**config.mk**
```make
export PLATFORM = sky130hd
export DESIGN_NAME = store_narrow_unit
export DESIGN_NICKNAME = d
export VERILOG_FILES = /design/src/rtl/store_narrow_unit.sv
export SDC_FILE = /design/constraint.sdc
export NUM_CORES = 1
export LEC_CHECK = 0
export ABC_AREA = 1
export CAP_MARGIN = 10
export CORE_MARGIN = 4
export CORE_UTILIZATION = 48
export CTS_CLUSTER_DIAMETER = 60
export DETAILED_ROUTE_END_ITERATION = 6
export PLACE_DENSITY = 0.87
export SYNTH_ARGS = -nofsm -noshare
export SYNTH_HDL_FRONTEND = slang
export SYNTH_SLANG_ARGS = --single-unit
```
**constraint.sdc**
```tcl
create_clock -name clk -period 3.9 [get_ports clk]
set_input_delay 0.78 -clock clk [delete_from_list [all_inputs] [get_ports clk]]
set_output_delay 0.78 -clock clk [all_outputs]
set_load 0.05 [all_outputs]
```
**src/rtl/store_narrow_unit.sv**
```systemverilog
// store_narrow_unit: narrows a register value to byte/halfword/word, lane-aligns it
// onto a 32-bit word-addressed write port with byte enables, and issues one or two
// write beats through a valid/ready handshake.
// Optional feature macro: MISALIGN_SPLIT_EN (misaligned stores are split across two
// words instead of being rejected with err).
module store_narrow_unit #(
  parameter int unsigned ADDR_W = 32
) (
  input  logic              clk,
  input  logic              rst_n,
  input  logic              req_valid,
  output logic              req_ready,
  input  logic [ADDR_W-1:0] req_addr,
  input  logic [31:0]       req_data,
  input  logic [1:0]        req_size,
  output logic              mem_valid,
  input  logic              mem_ready,
  output logic [ADDR_W-1:0] mem_addr,
  output logic [31:0]       mem_wdata,
  output logic [3:0]        mem_be,
  output logic              done,
  output logic              err
);

  typedef enum logic [1:0] {IDLE, BEAT0, BEAT1} state_t;

  localparam logic [1:0] SIZE_BYTE = 2'b00;
  localparam logic [1:0] SIZE_HALF = 2'b01;
  localparam logic [1:0] SIZE_WORD = 2'b10;

  state_t            state, state_nxt;
  logic              req_ready_nxt, mem_valid_nxt, done_nxt, err_nxt;
  logic [ADDR_W-1:0] mem_addr_nxt;
  logic [31:0]       mem_wdata_nxt;
  logic [3:0]        mem_be_nxt;

  logic [1:0]        off_c;
  logic              legal_c;
  logic [31:0]       lo_wdata_c;
  logic [3:0]        lo_be_c;
  logic [ADDR_W-1:0] aligned_c;

`ifdef MISALIGN_SPLIT_EN
  logic [63:0] n_c, wide_c;
  logic [7:0]  be_base_c, be8_c;
  logic [31:0] hi_wdata, hi_wdata_nxt, hi_wdata_c;
  logic [3:0]  hi_be, hi_be_nxt, hi_be_c;

  // Narrow, zero-extend to 64 bits and shift into lane position; any offset is legal
  always_comb begin
    off_c     = req_addr[1:0];
    n_c       = 64'd0;
    be_base_c = 8'd0;
    legal_c   = 1'b1;
    case (req_size)
      SIZE_BYTE: begin n_c = 64'(req_data[7:0]);  be_base_c = 8'b0000_0001; end
      SIZE_HALF: begin n_c = 64'(req_data[15:0]); be_base_c = 8'b0000_0011; end
      SIZE_WORD: begin n_c = 64'(req_data);       be_base_c = 8'b0000_1111; end
      default:   legal_c = 1'b0;
    endcase
    wide_c     = n_c << {off_c, 3'b000};
    be8_c      = be_base_c << off_c;
    lo_wdata_c = wide_c[31:0];
    lo_be_c    = be8_c[3:0];
    hi_wdata_c = wide_c[63:32];
    hi_be_c    = be8_c[7:4];
    aligned_c  = {req_addr[ADDR_W-1:2], 2'b00};
  end
`else
  logic [31:0] n_c;
  logic [3:0]  be_base_c;

  // Narrow and shift into lane position; misaligned half/word requests are illegal
  always_comb begin
    off_c     = req_addr[1:0];
    n_c       = 32'd0;
    be_base_c = 4'd0;
    legal_c   = 1'b1;
    case (req_size)
      SIZE_BYTE: begin n_c = 32'(req_data[7:0]);  be_base_c = 4'b0001; end
      SIZE_HALF: begin
        n_c       = 32'(req_data[15:0]);
        be_base_c = 4'b0011;
        legal_c   = ~off_c[0];
      end
      SIZE_WORD: begin
        n_c       = req_data;
        be_base_c = 4'b1111;
        legal_c   = (off_c == 2'b00);
      end
      default:   legal_c = 1'b0;
    endcase
    lo_wdata_c = n_c << {off_c, 3'b000};
    lo_be_c    = be_base_c << off_c;
    aligned_c  = {req_addr[ADDR_W-1:2], 2'b00};
  end
`endif

  // Next-state and next-output logic; outputs hold unless a transition changes them
  always_comb begin
    state_nxt     = state;
    req_ready_nxt = req_ready;
    mem_valid_nxt = mem_valid;
    mem_addr_nxt  = mem_addr;
    mem_wdata_nxt = mem_wdata;
    mem_be_nxt    = mem_be;
    done_nxt      = 1'b0;
    err_nxt       = 1'b0;
`ifdef MISALIGN_SPLIT_EN
    hi_wdata_nxt  = hi_wdata;
    hi_be_nxt     = hi_be;
`endif
    case (state)
      IDLE: begin
        if (req_valid && req_ready) begin
          if (legal_c) begin
            state_nxt     = BEAT0;
            req_ready_nxt = 1'b0;
            mem_valid_nxt = 1'b1;
            mem_addr_nxt  = aligned_c;
            mem_wdata_nxt = lo_wdata_c;
            mem_be_nxt    = lo_be_c;
`ifdef MISALIGN_SPLIT_EN
            hi_wdata_nxt  = hi_wdata_c;
            hi_be_nxt     = hi_be_c;
`endif
          end else begin
            err_nxt = 1'b1;
          end
        end
      end
      BEAT0: begin
        if (mem_ready) begin
`ifdef MISALIGN_SPLIT_EN
          if (hi_be != 4'd0) begin
            state_nxt     = BEAT1;
            mem_addr_nxt  = mem_addr + ADDR_W'(4);
            mem_wdata_nxt = hi_wdata;
            mem_be_nxt    = hi_be;
          end else begin
            state_nxt     = IDLE;
            req_ready_nxt = 1'b1;
            mem_valid_nxt = 1'b0;
            mem_addr_nxt  = '0;
            mem_wdata_nxt = 32'd0;
            mem_be_nxt    = 4'd0;
            done_nxt      = 1'b1;
          end
`else
          state_nxt     = IDLE;
          req_ready_nxt = 1'b1;
          mem_valid_nxt = 1'b0;
          mem_addr_nxt  = '0;
          mem_wdata_nxt = 32'd0;
          mem_be_nxt    = 4'd0;
          done_nxt      = 1'b1;
`endif
        end
      end
      BEAT1: begin
        if (mem_ready) begin
          state_nxt     = IDLE;
          req_ready_nxt = 1'b1;
          mem_valid_nxt = 1'b0;
          mem_addr_nxt  = '0;
          mem_wdata_nxt = 32'd0;
          mem_be_nxt    = 4'd0;
          done_nxt      = 1'b1;
        end
      end
      default: begin
        state_nxt     = IDLE;
        req_ready_nxt = 1'b1;
        mem_valid_nxt = 1'b0;
        mem_addr_nxt  = '0;
        mem_wdata_nxt = 32'd0;
        mem_be_nxt    = 4'd0;
      end
    endcase
  end

  // State and registered outputs
  always_ff @(posedge clk or negedge rst_n) begin
    if (!rst_n) begin
      state     <= IDLE;
      req_ready <= 1'b1;
      mem_valid <= 1'b0;
      mem_addr  <= '0;
      mem_wdata <= 32'd0;
      mem_be    <= 4'd0;
      done      <= 1'b0;
      err       <= 1'b0;
`ifdef MISALIGN_SPLIT_EN
      hi_wdata  <= 32'd0;
      hi_be     <= 4'd0;
`endif
    end else begin
      state     <= state_nxt;
      req_ready <= req_ready_nxt;
      mem_valid <= mem_valid_nxt;
      mem_addr  <= mem_addr_nxt;
      mem_wdata <= mem_wdata_nxt;
      mem_be    <= mem_be_nxt;
      done      <= done_nxt;
      err       <= err_nxt;
`ifdef MISALIGN_SPLIT_EN
      hi_wdata  <= hi_wdata_nxt;
      hi_be     <= hi_be_nxt;
`endif
    end
  end

endmodule

```
==> impl_metrics.csv, run 1 <==
group,metric,value,unit
cts,post_cts_resized,0,
worst_setup_path,critical_path_arrival,3270,ps
global_route,via_count_of_the_first_global_routing_pass,3770,
floorplan,rows,31,
synth,syn_area_per_cell,7.65,µm²
floorplan,initial_utilization,0.500,
final_layout,areaGrowthSynthToFinish,42.3,%
power_and_ir_drop,power.static_leakage,2.63,nW
cts,cts_tree,"built",
route,drc_errors,0,
cts,cts_hold_buf,0,
global_route,grt_start_max_net_pins,71,
power_and_ir_drop,share_clk_of_total_power,0.143,
sta,max_freq,335,MHz
floorplan,ios,142,
route,drt.antenna.violating_nets,0,
sta,post-route-min-period,2980,ps
synth,synth_largest_type_area_fraction,0.468,
sta,slew_headroom,0.432,
sta,slew_viol_final,0,
synth,syn_inst,482,
final_layout,highest_count_cells_in_the_layout_ignoring_fill_and_taps,"nand2_1 (181), clkdlybuf4s50_1 (138), nand3_1 (95)",
cts,clock_tree.htree_level_count,3,
synth,yosys.cell_types.count,25,
worst_setup_path,timing_worst_setup_path_type,"input port to flip-flop",
route,route.final.wire_length,11700,µm
final_layout,ratio_of_cells_with_drive_above_1_in_the_final_layout,0.0704,
worst_setup_path,cp-end-kind,"flip-flop",
cts,post-cts-setup-buffers,0,
power_and_ir_drop,power.total,0.00389,W
power_and_ir_drop,pwr-share-seq,0.305,
route,drt_pass1_iterations,4,
power_and_ir_drop,worst_ir_drop_vdd,0.000465,V
placement,detailed_place_hpwl,8410,µm
placement,place_worst_setup_slack,587,ps
synth,mappedNetlistArea,3690,µm²
power_and_ir_drop,switching_power,0.00194,W
floorplan,die_w,95.6,µm
hold_path,worstHoldPathCells,2,
final_layout,nFillCells,590,
floorplan,die_outline_area,9150,µm²
global_route,antenna_found_initial,0,
final_layout,diode_insertion_count_for_antenna_repair,0,
cts,numCtsBuffers,9,
cts,ctsRootBufferMaster,"clkbuf_8",
route,routed_via_density,5.36,
synth,yosys.area.top_type,"dfrtp_1",
placement,place.gp.congestion,0.935,
sta,setup_slack,916,ps
sta,fin_setup_tns,0,ps
power_and_ir_drop,comb_power_share,0.552,
route,dr_total_vias,3803,
worst_setup_path,ff2ff_path_depth,4,
flow_run,maxCapViolCount,0,
floorplan,die_h,95.6,µm
synth,post_synthesis_sequential_element_count,70,
cts,cts.reportedPaths.clkPinSlew,70,ps
cts,clock_latency,350,ps
sta,post-route-period-util,0.765,
floorplan,floorplan.core_area,7370,µm²
sta,unrepaired_setup_endpoints_after_global_routing,"false",
final_layout,most_common_library_cell_in_the_layout_ignoring_fill_and_taps,"nand2_1",
synth,register_area_share_after_synthesis,0.476,
outcome,run_status,"finished, final reports clean",
global_route,global_route.usage.total,0.262,
worst_setup_path,cp_data_required_time,4180,ps
power_and_ir_drop,switching_share,0.499,
power_and_ir_drop,internal-power,0.00195,W
final_layout,final_core_utilization,0.712,
route,wl_per_cell,16.5,µm
synth,ys.warnings.count,0,
sta,setup_viol,0,
route,detailedRoute.firstIterationViolations,339,
power_and_ir_drop,cellPowerDensity,741,nW/µm²
global_route,grt_remaining_overflow,0,
synth,synth_top_cells_by_area,"dfrtp_1 (47%), nand2_1 (19%), nand3_1 (13%)",
global_route,grt_first_pass_wirelength,18400,µm
sta,final-hold-violation-count,0,
placement,number_of_i_o_port_buffers,139,
worst_setup_path,critical_path.max_fanout,41,
cts,clock_tree.buffer_depth,2,
final_layout,finalNetCount,681,
sta,worstMarginPinSlew,852,ps
cts,tritoncts_num_sinks,70,
sta,skew,11.0,ps
hold_path,min_path_type,"flip-flop to flip-flop",
worst_setup_path,critPathLaunchType,"input port",
==> cells in the mapped netlist (all sizes together) <==
master  number
nand2      185
o21ai        8
a21oi       25
dfstp        1
buf         26
nand4        3
nand3      104
nor3         1
ha           5
inv         22
a22oi        1
nor2        23
dfrtp       69
conb         1
clkbuf       6
o211ai       1
o22ai        1
==> per-layer routing <==
| metal | up-vias | track usage | share of wire |
|---|---|---|---|
| met3 | 28 | 0.0624 | 0.090 |
| li1 | 1809 | - | - |
| met2 | 211 | 0.411 | 0.46 |
| met1 | 1755 | 0.350 | 0.42 |
| met5 | - | 0 | 0 |
| met4 | 0 | 0.107 | 0.027 |
==> area by class of cell <==
| type | instances | area (µm²) | share of cell area |
|---|---|---|---|
| clock buffers | 10 | 138 | 0.0262 |
| multi-input cells | 359 | 1670 | 0.318 |
| repair buffers | 144 | 1440 | 0.274 |
| flip-flops and latches | 70 | 1750 | 0.334 |
| well taps | 99 | 124 | 0.0236 |
| inverters | 22 | 82.6 | 0.0157 |
| clock inverters | 6 | 45.0 | 0.00859 |
==> flip-flops by register name, indices dropped and copies added, names as in the netlist <==
register / flops
done: 1
err: 1
mem_addr: 30
mem_be: 4
mem_valid: 1
mem_wdata: 32
req_ready: 1
==> final timing paths <==
check	startpoint	end	slack, ps
min in group asynchronous	rst_n	mem_addr[17]	620
worst max register to register	mem_valid	mem_wdata[20]	1700
max in group asynchronous	rst_n	mem_addr[11]	2730
worst max-delay path	req_size[0]	mem_wdata[25]	920
worst min register to register	req_ready	req_ready	490
worst min-delay path	req_ready	req_ready	490
==> cells by family (layout without fill, tap and decap cells) <==
family / after synthesis / after routing / synth area share
AOI/OAI and AO/OA: 36 / 36 / 0.0506
other: 1 / 2 / 0.00102
and+or+nand+nor: 316 / 316 / 0.382
adders and majority gates: 5 / 5 / 0.0170
DFF: 70 / 70 / 0.476
buffers and inverters: 54 / 182 / 0.0740
==> metrics by stage <==
stage	std cells	hold WS, ps	instance area [µm²]
after floorplan	483	484	3690
after global placement	694	466	5060
after detailed placement	694	471	5060
after CTS	710	482	5250
after global routing	710	508	5250
final	710	486	5250
==> critical path: stages <==
cell and delay [ps]:
clkdlybuf4s50_1 460, inv_1 130, ha_1 520, inv_2 100
nand2_2 150, nand3_2 80, nand2_2 90, nand2_4 90
inv_2 540, nand3_1 190, nand2_1 100
==> power groups by stage <==
stage | Sequential, W | Combinational [W] | Clock (W)
3_3_place_gp | 0.00118 | 0.00213 | 0
6_report | 0.00118 | 0.00215 | 0.000557
2_1_floorplan | 0.00215 | 0.000398 | 0
5_1_grt | 0.00122 | 0.00226 | 0.000604
3_5_place_dp | 0.00119 | 0.00215 | 0
4_1_cts | 0.00118 | 0.00216 | 0.000559
Note: power is estimated with default switching activity, not from simulation.
==> run 2, diff against run 1 <==
CORE_UTILIZATION = 44   (was 48)
PLACE_DENSITY = 0.8   (was 0.87)
clock period = 2.8 ns   (was 3.9 ns; I/O delays follow)
==> run 2 against run 1 <==
Power grew 42%. Critical path type unchanged. Via count grew 1.0%. Worst setup slack lost 510 ps. Register-to-register slack lost 670 ps. Clock-buffer cell count shrank 1.
==> impl_metrics.csv, run 2 (synthesized netlist as in run 1, its figures left out) <==
group,metric,value,unit
outcome,run_status,"finished, final reports clean",
cts,post_cts_resized,0,
sta,max_freq,417,MHz
cts,tritoncts_num_sinks,70,
final_layout,finalNetCount,687,
worst_setup_path,worstPathBufferInverterCount,4,
global_route,grt_start_max_net_pins,42,
sta,holdWs,268,ps
power_and_ir_drop,switching_share,0.480,
floorplan,die_outline_area,9910,µm²
sta,unrepaired_setup_endpoints_after_global_routing,"false",
power_and_ir_drop,switching_power,0.00265,W
global_route,grt_remaining_overflow,0,
power_and_ir_drop,internal-power,0.00287,W
power_and_ir_drop,power.total,0.00552,W
placement,detailed_place_hpwl,8620,µm
route,drc_errors,0,
worst_setup_path,timing_worst_setup_path_type,"input port to flip-flop",
route,drt.antenna.violating_nets,0,
final_layout,highest_count_cells_in_the_layout_ignoring_fill_and_taps,"nand2_1 (181), clkdlybuf4s50_1 (138), nand3_1 (95)",
floorplan,initial_utilization,0.451,
floorplan,die_w,99.5,µm
cts,cts.reportedPaths.clkPinSlew,80,ps
final_layout,areaGrowthSynthToFinish,44.5,%
power_and_ir_drop,comb_power_share,0.540,
global_route,via_count_of_the_first_global_routing_pass,3744,
sta,fin_setup_tns,0,ps
final_layout,top_register,"mem_wdata",
final_layout,final_core_utilization,0.651,
worst_setup_path,critical_path_arrival,2670,ps
power_and_ir_drop,power.static_leakage,2.67,nW
cts,clock_latency,340,ps
worst_setup_path,critPathLaunchType,"input port",
cts,clock_tree.buffer_depth,2,
final_layout,most_common_library_cell_in_the_layout_ignoring_fill_and_taps,"nand2_1",
floorplan,rows,33,
route,drt_pass1_iterations,6,
placement,number_of_i_o_port_buffers,139,
final_layout,largest_register_ffs,32,
sta,slew_viol_final,0,
power_and_ir_drop,share_clk_of_total_power,0.160,
sta,setup_viol,0,
route,wl_per_cell,15.9,µm
global_route,grt_first_pass_wirelength,18500,µm
sta,worstMarginPinSlew,718,ps
sta,skew,9.69,ps
final_layout,layout_top_registers,"mem_wdata x32, mem_addr x30, mem_be x4",
final_layout,nFillCells,723,
sta,final-hold-violation-count,0,
floorplan,floorplan.core_area,8180,µm²
hold_path,min_path_type,"input port to async pin",
cts,cts_hold_buf,0,
route,dr_total_vias,3841,
placement,place.gp.congestion,0.945,
final_layout,diode_insertion_count_for_antenna_repair,0,
global_route,antenna_found_initial,0,
worst_setup_path,cp-end-kind,"flip-flop",
cts,cts_tree,"built",
worst_setup_path,timing.critical_path.slowest_stage_cell,"inv_2",
cts,clock_tree.htree_level_count,3,
flow_run,maxCapViolCount,0,
route,route.final.wire_length,11500,µm
worst_setup_path,critical_path.max_fanout,41,
power_and_ir_drop,worst_ir_drop_vdd,0.000458,V
power_and_ir_drop,cellPowerDensity,1040,nW/µm²
global_route,global_route.usage.total,0.232,
route,routed_via_density,5.33,
cts,ctsRootBufferMaster,"clkbuf_8",
worst_setup_path,max_stage_delay,520,ps
floorplan,ios,142,
final_layout,ratio_of_cells_with_drive_above_1_in_the_final_layout,0.0779,
worst_setup_path,cp_data_required_time,3080,ps
cts,numCtsBuffers,9,
sta,post-route-min-period,2400,ps
power_and_ir_drop,pwr-share-seq,0.300,
cts,post-cts-setup-buffers,0,
sta,slew_headroom,0.521,
route,detailedRoute.firstIterationViolations,211,
worst_setup_path,cp_top_family,"buffers and inverters",
worst_setup_path,crit_path_cells,"clkdlybuf4s50_1 > inv_1 > ha_1 > inv_1 > nand2_2 > nand3_2 > nand2_2 > nand2_4 > inv_2 > nand3_1 > nand2_1",
floorplan,die_h,99.5,µm
sta,post-route-period-util,0.856,
-- run 2: power groups by stage --
| stage | clock network, W | registers (W) | logic [W] |
|---|---|---|---|
| floorplan | 0 | 0.00300 | 0.000555 |
| global route | 0.000938 | 0.00170 | 0.00313 |
| finish | 0.000881 | 0.00166 | 0.00298 |
| detailed placement | 0 | 0.00167 | 0.00300 |
| CTS | 0.000901 | 0.00166 | 0.00301 |
| global placement | 0 | 0.00166 | 0.00296 |
-- run 2: worst paths after layout --
path / from / to / slack (ps) / depth (start not counted)
min in group clk: req_ready / req_ready / 480 / 2
hold / removal: rst_n / mem_addr[10] / 270 / 1
setup reg to reg: req_ready / mem_wdata[28] / 1030 / 6
max in group asynchronous: rst_n / req_ready / 1810 / 2
setup / recovery: req_size[1] / mem_wdata[28] / 400 / 11
hold reg to reg: req_ready / req_ready / 480 / 2
-- run 2: final cells by class --
type,count,area [µm²],share of cell area
multi-input combinational,359,1670,0.313
clock inverter,6,86.3,0.0162
tap,105,131,0.0247
clock buffer,9,124,0.0233
inverter,22,82.6,0.0155
timing repair buffer,150,1480,0.278
sequential,70,1750,0.329
-- run 2: metal layers --
metal / wire length (µm) / GRT usage / up-vias
li1: - / - / 1817
met5: 0 / 0 / -
met2: 5440 / 0.380 / 179
met1: 4770 / 0.306 / 1822
met4: 258 / 0.0725 / 0
met3: 991 / 0.0547 / 23
-- run 2: per-stage QoR --
stage               setup WS [ps]  cells  cell area (µm²)
detailed placement           86.0    706             5110
global route                  242    721             5330
global placement              238    706             5110
floorplan                    1020    483             3690
finish                        404    721             5330
CTS                           421    721             5330
